[src/rtl/cache_set_ctrl.sv]
`default_nettype none
// ============================================================================
// Module  : cache_set_ctrl
// Brief   : Single-set N-way write-back cache controller with age-based LRU.
// Revision: 1.0 - initial release
// ============================================================================
module cache_set_ctrl #(
    parameter int NUM_WAYS      = 4,
    parameter int COUNTER_WIDTH = 8,
    parameter int DATA_WIDTH    = 32,
    parameter int BLOCK_SIZE    = 32,
    parameter int ADDRESS_WIDTH = 32
) (
    input  logic                     clk,
    input  logic                     rst,
    input  logic                     req_valid,
    output logic                     req_ready,
    input  logic                     req_write,
    input  logic [ADDRESS_WIDTH-1:0] req_addr,
    input  logic [DATA_WIDTH-1:0]    req_wdata,
    output logic                     resp_valid,
    output logic                     resp_hit,
    output logic [DATA_WIDTH-1:0]    resp_rdata,
    output logic                     mem_req_valid,
    input  logic                     mem_req_ready,
    output logic                     mem_req_write,
    output logic [ADDRESS_WIDTH-1:0] mem_req_addr,
    output logic [DATA_WIDTH-1:0]    mem_wdata,
    input  logic                     mem_resp_valid,
    input  logic [DATA_WIDTH-1:0]    mem_rdata
);
    localparam int OFFSET_WIDTH = $clog2(BLOCK_SIZE);
    localparam int TAG_WIDTH    = ADDRESS_WIDTH - OFFSET_WIDTH;
    localparam int WAY_WIDTH    = $clog2(NUM_WAYS);
    localparam logic [COUNTER_WIDTH-1:0] C_AGE_MAX = COUNTER_WIDTH'(NUM_WAYS - 1);

    typedef enum logic [2:0] {
        IDLE      = 3'd0,
        LOOKUP    = 3'd1,
        WRITEBACK = 3'd2,
        FILL_REQ  = 3'd3,
        FILL_WAIT = 3'd4,
        RESPOND   = 3'd5
    } state_t;

    state_t                   r_state;
    state_t                   w_state_next;
    logic [TAG_WIDTH-1:0]     r_tag   [NUM_WAYS];
    logic [DATA_WIDTH-1:0]    r_data  [NUM_WAYS];
    logic [COUNTER_WIDTH-1:0] r_age   [NUM_WAYS];
    logic [NUM_WAYS-1:0]      r_valid;
    logic [NUM_WAYS-1:0]      r_dirty;
    logic                     r_write;
    logic                     r_hit;
    logic [TAG_WIDTH-1:0]     r_req_tag;
    logic [DATA_WIDTH-1:0]    r_wdata;
    logic [WAY_WIDTH-1:0]     r_way;

    logic                     w_hit;
    logic [WAY_WIDTH-1:0]     w_hit_way;
    logic                     w_any_invalid;
    logic [WAY_WIDTH-1:0]     w_invalid_way;
    logic [WAY_WIDTH-1:0]     w_expired_way;
    logic [WAY_WIDTH-1:0]     w_victim;
    logic                     w_touch;
    logic [WAY_WIDTH-1:0]     w_touch_way;
    logic                     w_unused_offset;

    assign w_unused_offset = ^req_addr[OFFSET_WIDTH-1:0];

    // Descending scan so the lowest matching index wins each search.
    always_comb begin
        w_hit         = 1'b0;
        w_hit_way     = '0;
        w_any_invalid = 1'b0;
        w_invalid_way = '0;
        w_expired_way = '0;
        for (int i = NUM_WAYS - 1; i >= 0; i--) begin
            if (r_valid[i] && (r_tag[i] == r_req_tag)) begin
                w_hit     = 1'b1;
                w_hit_way = WAY_WIDTH'(i);
            end
            if (!r_valid[i]) begin
                w_any_invalid = 1'b1;
                w_invalid_way = WAY_WIDTH'(i);
            end
            if (r_age[i] == C_AGE_MAX) begin
                w_expired_way = WAY_WIDTH'(i);
            end
        end
        w_victim = w_any_invalid ? w_invalid_way : w_expired_way;
    end

    always_comb begin
        w_state_next = r_state;
        case (r_state)
            IDLE:      if (req_valid) w_state_next = LOOKUP;
            LOOKUP: begin
                if (w_hit)                                    w_state_next = RESPOND;
                else if (r_valid[w_victim] && r_dirty[w_victim]) w_state_next = WRITEBACK;
                else                                          w_state_next = FILL_REQ;
            end
            WRITEBACK: if (mem_req_ready)  w_state_next = FILL_REQ;
            FILL_REQ:  if (mem_req_ready)  w_state_next = FILL_WAIT;
            FILL_WAIT: if (mem_resp_valid) w_state_next = RESPOND;
            RESPOND:                       w_state_next = IDLE;
            default:                       w_state_next = IDLE;
        endcase
    end

    always_ff @(posedge clk or posedge rst) begin
        if (rst) r_state <= IDLE;
        else     r_state <= w_state_next;
    end

    assign w_touch     = ((r_state == LOOKUP) && w_hit) || ((r_state == FILL_WAIT) && mem_resp_valid);
    assign w_touch_way = (r_state == LOOKUP) ? w_hit_way : r_way;

    always_ff @(posedge clk or posedge rst) begin
        if (rst) begin
            for (int i = 0; i < NUM_WAYS; i++) begin
                r_tag[i]  <= '0;
                r_data[i] <= '0;
                r_age[i]  <= COUNTER_WIDTH'(i);
            end
            r_valid   <= '0;
            r_dirty   <= '0;
            r_write   <= 1'b0;
            r_hit     <= 1'b0;
            r_req_tag <= '0;
            r_wdata   <= '0;
            r_way     <= '0;
        end else begin
            if ((r_state == IDLE) && req_valid) begin
                r_write   <= req_write;
                r_req_tag <= req_addr[ADDRESS_WIDTH-1:OFFSET_WIDTH];
                r_wdata   <= req_wdata;
            end
            if (r_state == LOOKUP) begin
                r_hit <= w_hit;
                r_way <= w_hit ? w_hit_way : w_victim;
                if (w_hit && r_write) begin
                    r_data[w_hit_way]  <= r_wdata;
                    r_dirty[w_hit_way] <= 1'b1;
                end
            end
            if ((r_state == FILL_WAIT) && mem_resp_valid) begin
                r_tag[r_way]   <= r_req_tag;
                r_valid[r_way] <= 1'b1;
                r_dirty[r_way] <= r_write;
                r_data[r_way]  <= r_write ? r_wdata : mem_rdata;
            end
            // Ages younger than the touched way shift up by one; it becomes youngest.
            if (w_touch) begin
                for (int i = 0; i < NUM_WAYS; i++) begin
                    if (WAY_WIDTH'(i) == w_touch_way)
                        r_age[i] <= '0;
                    else if (r_age[i] < r_age[w_touch_way])
                        r_age[i] <= r_age[i] + COUNTER_WIDTH'(1);
                end
            end
        end
    end

    always_comb begin
        req_ready     = (r_state == IDLE);
        resp_valid    = (r_state == RESPOND);
        resp_hit      = (r_state == RESPOND) && r_hit;
        resp_rdata    = (r_state == RESPOND) ? r_data[r_way] : '0;
        mem_req_valid = (r_state == WRITEBACK) || (r_state == FILL_REQ);
        mem_req_write = (r_state == WRITEBACK);
        mem_req_addr  = '0;
        mem_wdata     = '0;
        if (r_state == WRITEBACK) begin
            mem_req_addr = {r_tag[r_way], {OFFSET_WIDTH{1'b0}}};
            mem_wdata    = r_data[r_way];
        end else if (r_state == FILL_REQ) begin
            mem_req_addr = {r_req_tag, {OFFSET_WIDTH{1'b0}}};
        end
    end

endmodule
`default_nettype wire

[config.mk]
export PLATFORM = sky130hd
export DESIGN_NAME = cache_set_ctrl
export DESIGN_NICKNAME = d
export VERILOG_FILES = /design/src/rtl/cache_set_ctrl.sv
export SDC_FILE = /design/constraint.sdc
export NUM_CORES = 1
export LEC_CHECK = 0
export ABC_AREA = 0
export CAP_MARGIN = 10
export CORE_AREA = 3 3 136 236
export CTS_BUF_LIST = sky130_fd_sc_hd__clkbuf_4
export DETAILED_ROUTE_END_ITERATION = 10
export DIE_AREA = 0 0 139 239
export MAX_ROUTING_LAYER = met4
export PLACE_DENSITY = 0.95
export SLEW_MARGIN = 0
export SYNTH_ARGS = -nofsm -noshare
export SYNTH_HDL_FRONTEND = slang
export SYNTH_SLANG_ARGS = --single-unit
[constraint.sdc]
create_clock -name clk -period 30.6 [get_ports clk]
set_clock_uncertainty 0.2 [all_clocks]
set_input_delay 9.18 -clock clk [delete_from_list [all_inputs] [get_ports clk]]
set_output_delay 9.18 -clock clk [all_outputs]
set_load 0.02 [all_outputs]
# [Yosys cells after proc, flatten, opt, wreduce, memory -nomap -nowiden]
# Cells that the tools add are included.
[word_totals] reg_bits=342 input_bits=102 output_inout_bits=101 elab_cells=166
[op_classes] add_sub_neg=4 order_cmp=14 n_eq_ne=20 n_mux=76 n_bitwise=5 n_reduce_logical=27
[op_table] operator="2-to-1 mux 128 bit" n=3
[op_table] operator="2-to-1 mux 32 bit" n=9
[op_table] operator="bitwise mux 128 bit" n=2
[op_table] operator="demux 32 bit (select 2 bit)" n=2
[op_table] operator="bitwise mux 108 bit" n=1
[op_table] operator="equality test 27 bit" n=4
[op_table] operator="2-to-1 mux 27 bit" n=3
[op_table] operator="2-to-1 mux 8 bit" n=10
[op_table] operator="binary-select mux 32 bit (select 2 bit)" n=1
[op_table] operator="binary-select mux 27 bit (select 2 bit)" n=1
[op_table] operator="demux 27 bit (select 2 bit)" n=1
[op_table] operator="adder 8 x 1 -> 8 bit (second input constant)" n=4
[op_table] operator="equality test 8 x 2 -> 1 bit (second input constant)" n=4
[op_table] operator="less-than comparator 8 bit" n=4
[op_table] operator="2-to-1 mux 2 bit" n=15
[op_table] operator="binary-select mux 8 bit (select 2 bit)" n=1
[op_table] operator="2-to-1 mux 3 bit" n=5
[op_table] operator="case mux 3 bit (5 select lines)" n=1
[op_table] operator="logical AND 1 bit" n=14
[op_table] operator="2-to-1 mux 1 bit" n=13
[op_table] operator="2-to-1 mux 4 bit" n=3
[op_table] operator=">= comparator 3 bit (second input constant)" n=3
[op_table] operator="less-than comparator 2 x 3 -> 1 bit (second input constant)" n=3
[op_table] operator="NOT 2 -> 3 bit" n=3
[op_table] operator="18 further kinds" n=36

# [Logic depth before layout (Yosys ltp)]
# Gate-level depths: netlist of the first run.
[logic_depth] depth_word=16 ltp_mapped=26

# [Least setup slack after synthesis of the first run]
# OpenSTA, ideal clock, no wires.
[synth_path] kind="register to output" startpoint="reg r_way[0]" endpoint="out mem_req_addr[22]" arrival_ns=2.422 required_time_ns=21.220 path_slack_ns=18.798 stages_incl_launch_ff=7 n_path_buf=3 path_cell_list="dfrtp_1 > clkbuf_1 > buf_1 > clkbuf_1 > mux4_2 > nand2_1 > a21oi_1"
[synth_between] elab_chain_cells=5
[synth_lines] element="from (decl)" line="57" source="logic [WAY_WIDTH-1:0] r_way;"
[synth_lines] element="from (signal assigned)" line="141" source="r_way <= w_hit ? w_hit_way : w_victim;"
[synth_lines] element="NOT 2 -> 3 bit (not written as such)" line="175" source="mem_req_addr = {r_tag[r_way], {OFFSET_WIDTH{1'b0}}};"
[synth_lines] element="binary-select mux 27 bit (select 2 bit)" line="175"
[synth_lines] element="2-to-1 mux 27 bit (not written as such) (2 in series)" line="175"
[synth_lines] element="2-to-1 mux 32 bit" line="174" source="if (r_state == WRITEBACK) begin"
[synth_lines] element="to (decl)" line="27" source="output logic [ADDRESS_WIDTH-1:0] mem_req_addr,"
# No other way between the ends. The select of a mux whose other input is x is not followed.

# [Worst setup path after layout of the first run]
[layout_path] startpoint="reg r_way[0]" endpoint="out mem_wdata[18]"
[layout_between] elab_chain_cells=5
[layout_lines] element="NOT 2 -> 3 bit (not written as such)" line="176" source="mem_wdata = r_data[r_way];"
[layout_lines] element="binary-select mux 32 bit (select 2 bit)" line="176"
[layout_lines] element="2-to-1 mux 32 bit (not written as such) (2 in series)" line="176"
[layout_lines] element="2-to-1 mux 32 bit" line="174"
[layout_lines] element="to (decl)" line="28" source="output logic [DATA_WIDTH-1:0] mem_wdata,"
# No other way between the ends. The select of a mux whose other input is x is not followed.

==> results of run 1 <==
cells in the final DEF, fill, tap and decap left out, drive strengths merged, types with 55 or more instances in the layout:
cell	count
mux4	59
xnor2	55
nand2	189
clkbuf	114
mux2	149
nor2	298
o21ai	73
o22ai	128
clkdlybuf4s50	192
dfrtp	338
routing by layer:
metal  up-vias  global-route usage, %  share of wire [%]
met3       327                  6.926                7.9
met5         -                      -                  0
met1      8272                  39.59                 32
met2      1151                  66.07                 52
met4         0                  27.89                7.6
li1       7195                      -                  -
power by group through the flow:
stage | clock network (mW) | logic [mW] | registers [mW]
global placement | 0 | 0.910 | 0.800
floorplan | 0 | 0.726 | 0.690
finish | 0.377 | 0.958 | 0.824
CTS | 0.380 | 0.944 | 0.813
global route | 0.404 | 1.02 | 0.841
detailed placement | 0 | 0.937 | 0.818
per-stage QoR:
step | std cells | utilization (%) | setup slack (ns)
final | 2516 | 73.45 | 17.39
after global routing | 2514 | 73.43 | 17.20
after CTS | 2512 | 73.42 | 17.33
after detailed placement | 2374 | 70.06 | 17.95
after global placement | 2374 | 70.06 | 18.05
after floorplan | 1925 | - | 11.75
state kept, by name, summed over array words and instances, names as in the netlist:
register / flops
r_tag: 108
r_hit: 1
r_valid: 4
r_data: 128
r_write: 1
r_wdata: 32
r_state: 3
r_age: 32
r_dirty: 4
r_way: 2
r_req_tag: 27
worst max-delay path by stage:
stage | slack [ns] | cells after the start | start | endpoint
floorplan | 11.75 | 1 | rst | r_age[10]
global placement | 18.05 | 4 | rst | r_way[0]
detailed placement | 17.95 | 4 | rst | r_way[0]
CTS | 17.33 | 4 | r_way[0] | resp_rdata[4]
global route | 17.20 | 5 | r_way[0] | mem_req_addr[18]
finish | 17.39 | 4 | r_way[0] | mem_wdata[18]
cell type report:
| type | instances | area [sq um] | area share [%] |
|---|---|---|---|
| Antenna cell | 4 | 10.01 | 0.04502 |
| Sequential cell | 342 | 8568 | 38.54 |
| Inverter | 26 | 105.1 | 0.4727 |
| Multi-Input combinational cell | 1405 | 9961 | 44.80 |
| Clock inverter | 24 | 161.4 | 0.7260 |
| Clock buffer | 114 | 855.8 | 3.849 |
| Tap cell | 387 | 484.2 | 2.178 |
| Timing Repair Buffer | 214 | 2087 | 9.387 |
critical path: stages, from the launching register on:
cell	delay, ns
dfrtp_4	0.87
buf_4	0.76
mux4_2	0.64
and2_1	0.19
clkdlybuf4s50_1	0.57
logic make-up after synthesis:
logic type / synth area share, %
buffers and inverters: 4.092
DFF: 44.45
adders and majority gates: 1.559
muxes: 16.39
other: 0.01947
AOI/OAI and AO/OA: 11.02
and+or+nand+nor: 17.43
xor gates and xnor gates: 5.034
==> impl_results.md, run 1 <==
* Outcome: finished, violations left
* Failing checks: DRC
* Data arrival, critical path at 3.83 ns
* PwrDens at 97.10 nW/um^2
* Final critical-path required period at 13.21 ns
* Path depth of the worst reg2reg path at 19
* Final Hold Fails at 0
* Clock Path Buffers at 3
* Worst hold slack at 0.2914 ns
* Power Internal at 1.214 mW
* Most used flip-flop cell after synthesis: dfrtp_1
* Startpoint types: flip-flop
* Data required, critical path at 21.22 ns
* Count leader, synth: dfrtp_1
* DR vias at 16950
* Top cell type's share of synthesized area at 43.91%
* Dpl hpwl at 41.83 mm
* Maximum clock rate at 75.71 MHz
* Core box area at 30270 sq um
* First-pass GRT wire length at 96.74 mm
* Netlist cell types at 81
* CTS HTree Levels at 3
* Critical Path End Type: output port
* Period utilisation layout at 43.17%
* DRT iter0 DRCs at 1726
* Setup TNS at 0 ns
* Register area share after synthesis at 44.45%
* Top post-synthesis cells by area: dfrtp_1 44%, mux2_2 8.6%, mux4_2 6.9%
* Combinational power share at 44.4%
* Fin. max-slew vios at 0
* Hold path start: r_dirty[0]
* Via density at 6.735
* Post-CTS sizing at 0
* Post-synthesis instance total at 1921
* Vias in the first global route at 17690
* Clock Tree Root: clkbuf_4
* Synth warn at 0
* CTS tree: done
* Tot GR Track Use at 38.57%
* R2r setup slk at 23.96 ns
* Initial antenna violation count at 2
* CTS buffer count at 80
* Die height at 239 microns
* # rows at 84
* Postcts setup bufs at 0
* Hold Crit Class: reg2reg
* Hold buffer count at CTS at 0
* Ratio of cells with drive above 1 in the final layout at 19.15%
* Critical Setup Path Class: reg2out
* P&R area growth vs syn at 15.41%
* Largest net degree at the start of global routing at 94
* Worst IR Drop VDD at 65.57 uV
* CP Max Fanout at 35
* Seq pwr share at 38.2%
* Cell area after layout at 22230 sq um
* Hold Path Depth at 1
* Worst Max-Slew Pin Slew at 1.216 ns
* # setup viols final at 0
* Clk pwr share at 17.5%
* NumNets Final at 2195
* Cell Area, Synth at 19260 sq um
* # port buffers at 192
* Sw Ratio at 43.75%
* Number of I/O pins at 203
* Drc violations at 4
* Net Sw Power at 944.4 uW
* Rel. slew slack at 18.22%
* Placed Instance Area at 21210 sq um
* RSZ-0062 raised after global routing: no
* Drt first pass iters at 8
* Total power at 2.159 mW
* Filler Cells Inserted at 1977
* GRT overflow at 0
* Leakage power at 9.428 nW
* Commonest cells post-synth: 338 x dfrtp_1, 294 x nor2_1, 188 x nand2_1
* Die span in x at 139 microns
* Worst r2r src: r_req_tag[14]
* Post-synth EDFFs at 0
* Starting Density at 63.64%
* Mapped Avg Cell Area at 10.03 sq um
* Clock sink count at 342
* Clock Latency Late Sink at 0.81 ns
* Hold endpoint: r_dirty[0]
* Routed wire length at 62.82 mm
* Die area at 33220 sq um
* FF-to-FF End: r_age[6]
* Dominant cell type by area after synthesis: dfrtp_1
* Register bit count reported by yosys at 342
* Asr flop ratio synth at 100.0%
* DR WL/cell at 24.97 microns
* RD Place Congestion at 1.007
* Post-route ant nets at 0
* Max-cap violations at 0
* Clk pin slew, worst setup/hold paths at 0.06 ns
Note: power is estimated with default switching activity, not from simulation.
==> inputs of run 2 (changes only) <==
--- a/config.mk
+++ b/config.mk
@@ -7,12 +7,12 @@
 export LEC_CHECK = 0
 export ABC_AREA = 0
 export CAP_MARGIN = 10
-export CORE_AREA = 3 3 136 236
+export CORE_AREA = 3 3 147 256
 export CTS_BUF_LIST = sky130_fd_sc_hd__clkbuf_4
 export DETAILED_ROUTE_END_ITERATION = 10
-export DIE_AREA = 0 0 139 239
+export DIE_AREA = 0 0 150 259
 export MAX_ROUTING_LAYER = met4
-export PLACE_DENSITY = 0.95
+export PLACE_DENSITY = 0.9
 export SLEW_MARGIN = 0
 export SYNTH_ARGS = -nofsm -noshare
 export SYNTH_HDL_FRONTEND = slang
==> constraint.sdc (replaced) <==
create_clock -name clk -period 11.1 [get_ports clk]
set_clock_uncertainty 0.2 [all_clocks]
set_input_delay 3.33 -clock clk [delete_from_list [all_inputs] [get_ports clk]]
set_output_delay 3.33 -clock clk [all_outputs]
set_load 0.02 [all_outputs]
==> impl_results.md, run 2 (same netlist as run 1, synthesis figures left out) <==
* Outcome: completed (was finished, violations left)
* Top reg by flops: r_data (unchanged)
* Met3 Resource Use GR at 6.061% (was 6.926%)
* Path depth of the worst reg2reg path at 19 (unchanged)
* CP Max Fanout at 45 (was 35)
* Data arrival, critical path at 3.95 ns (was 3.83 ns)
* Leakage power at 9.453 nW (was 9.428 nW)
* Die area at 38850 sq um (was 33220 sq um)
* Worst IR Drop VDD at 167.7 uV (was 65.57 uV)
* Post-route ant nets at 0 (unchanged)
* Rel. slew slack at 23.59% (was 18.22%)
* # setup viols final at 0 (unchanged)
* Routed wire length at 61.60 mm (was 62.82 mm)
* GRT met2 Usage at 54.52% (was 66.07%)
* Period utilisation layout at 67.39%
* Non-Filler Instances at 2606 (was 2516)
* Initial antenna violation count at 3 (was 2)
* Fin. max-slew vios at 0 (unchanged)
* GR Util met1 at 33.54% (was 39.59%)
* Final critical-path required period at 7.480 ns
* Hold buffer count at CTS at 0 (unchanged)
* Number of I/O pins at 203 (unchanged)
* CTS tree: done (unchanged)
* Fin util at 62.37% (was 73.45%)
* Clock sink count at 342 (unchanged)
* Filler Cells Inserted at 2787 (was 1977)
* Final Hold Fails at 0 (unchanged)
* Die span in x at 150 microns (was 139 microns)
* Drt first pass iters at 6 (was 8)
* Data required, critical path at 7.57 ns (was 21.22 ns)
* Cell area after layout at 22400 sq um (was 22230 sq um)
* Seq. cell area at 8568 sq um (unchanged)
* Dpl hpwl at 41.21 mm (was 41.83 mm)
* Hold Path Depth at 2 (was 1)
* Startpoint types: flip-flop (unchanged)
* Max-cap violations at 0 (unchanged)
* # port buffers at 192 (unchanged)
* PwrDens at 264.8 nW/um^2 (was 97.10 nW/um^2)
* Critical Setup Path Class: reg2out (unchanged)
* # placed instances at 2454 (was 2374)
* RSZ-0062 raised after global routing: no (unchanged)
* Via density at 6.371 (was 6.735)
* Clock Tree Root: clkbuf_4 (unchanged)
* Worst setup margin at 3.620 ns (was 17.39 ns)
* Multi-input logic area at 9961 sq um (unchanged)
* Commonest non-fill, non-tap cell in the layout: dfrtp_1 (unchanged)
* Max reg flops at 128 (unchanged)
* DR vias at 16600 (was 16950)
* Clock Latency Late Sink at 0.79 ns (was 0.81 ns)
* # rows at 92 (was 84)
* NumNets Final at 2195 (unchanged)
* Critical Path End Type: output port (unchanged)
* Ratio of cells with drive above 1 in the final layout at 19.37% (was 19.15%)
* Starting Density at 53.64% (was 63.64%)
* Hold Crit Class: reg2reg (unchanged)
* Core box area at 35910 sq um (was 30270 sq um)
* Vias in the first global route at 17490 (was 17690)
* DRT iter0 DRCs at 1475 (was 1726)
* GRT overflow at 0 (unchanged)
* Largest net degree at the start of global routing at 158 (was 94)
* Most frequent cells in the layout: 336 x dfrtp_1, 292 x nor2_1, 192 x clkdlybuf4s50_1, 185 x nand2_1, 147 x mux2_2 (unchanged)
* Placed Instance Area at 21310 sq um (was 21210 sq um)
* RD Place Congestion at 1.014 (was 1.007)
* First-pass GRT wire length at 94.63 mm (was 96.74 mm)
* Clock Path Buffers at 3 (unchanged)
* Maximum clock rate at 133.7 MHz
* CTS HTree Levels at 3 (unchanged)
* Tot GR Track Use at 32.33% (was 38.57%)
* Setup TNS at 0 ns (unchanged)
* R2r setup slk at 4.33 ns (was 23.96 ns)
* P&R area growth vs syn at 16.28% (was 15.41%)
* Top Usage Layer GRT: met2 (unchanged)
* Biggest regs: r_data: 128 flops, r_tag: 108 flops (unchanged)
* Postcts setup bufs at 0 (unchanged)
* Die height at 259 microns (was 239 microns)
* Drc violations at 0 (was 4)
* Worst Max-Slew Pin Slew at 1.140 ns (was 1.216 ns)
* Clk pin slew, worst setup/hold paths at 0.08 ns (was 0.06 ns)
* DR WL/cell at 23.64 microns (was 24.97 microns)
* CTS buffer count at 81 (was 80)
* Post-CTS sizing at 0 (unchanged)
* Pre-CTS WS at 4.038 ns (was 17.95 ns)
## run 2: changes by cell type in the layout (fill, tap and decap cells not counted), sizes merged
cell | previous run | this run
bufinv | 2 | 1
clkbuf | 114 | 119
clkinvlp | 3 | 4
inv | 27 | 26
clkinv | 18 | 22
buf | 22 | 21
## run 2: worst paths after layout
path,start,end
max,r_way[0],mem_req_addr[6]
min,r_hit,r_hit
max reg2reg,r_req_tag[3],r_age[6]
min reg2reg,r_hit,r_hit
max in group asynchronous,rst,r_way[0]
min in group asynchronous,rst,r_tag[84]
## run 2: power breakdown
part           leakage (nW)  internal (mW)  switching (mW)
clock network         0.616          0.521           0.529
logic                  4.73           1.18            1.47
registers              4.11           1.66           0.576
total                  9.45           3.35            2.58
## run 2: critical path: stages, from the launching register on
cell and delay [ns]:
dfrtp_4 0.75, buf_4 0.84, mux4_2 0.37, nand2_1 0.07
a21oi_1 0.41, clkdlybuf4s50_1 0.70
## run 2: routing by layer
metal | share of wire, % | vias up
met5 | 0 | -
met4 | 7.8 | 0
met3 | 7.4 | 315
met2 | 52 | 1019
met1 | 33 | 8076
li1 | - | 7193
## run 2: final cells by class
cell class | count | share of cell area [%]
Clock inverter | 27 | 0.7094
Clock buffer | 119 | 3.988
Multi-Input combinational cell | 1405 | 44.47
Sequential cell | 342 | 38.25
Antenna cell | 4 | 0.04469
Tap cell | 470 | 2.625
Inverter | 26 | 0.4524
Timing Repair Buffer | 213 | 9.462
## run 2: stage by stage
step,total power [mW],hold slack (ns)
floorplan,3.906,0.2423
global placement,4.705,0.2690
detailed placement,4.821,0.2691
CTS,5.887,0.2870
global route,6.229,0.3333
finish,5.932,0.2900
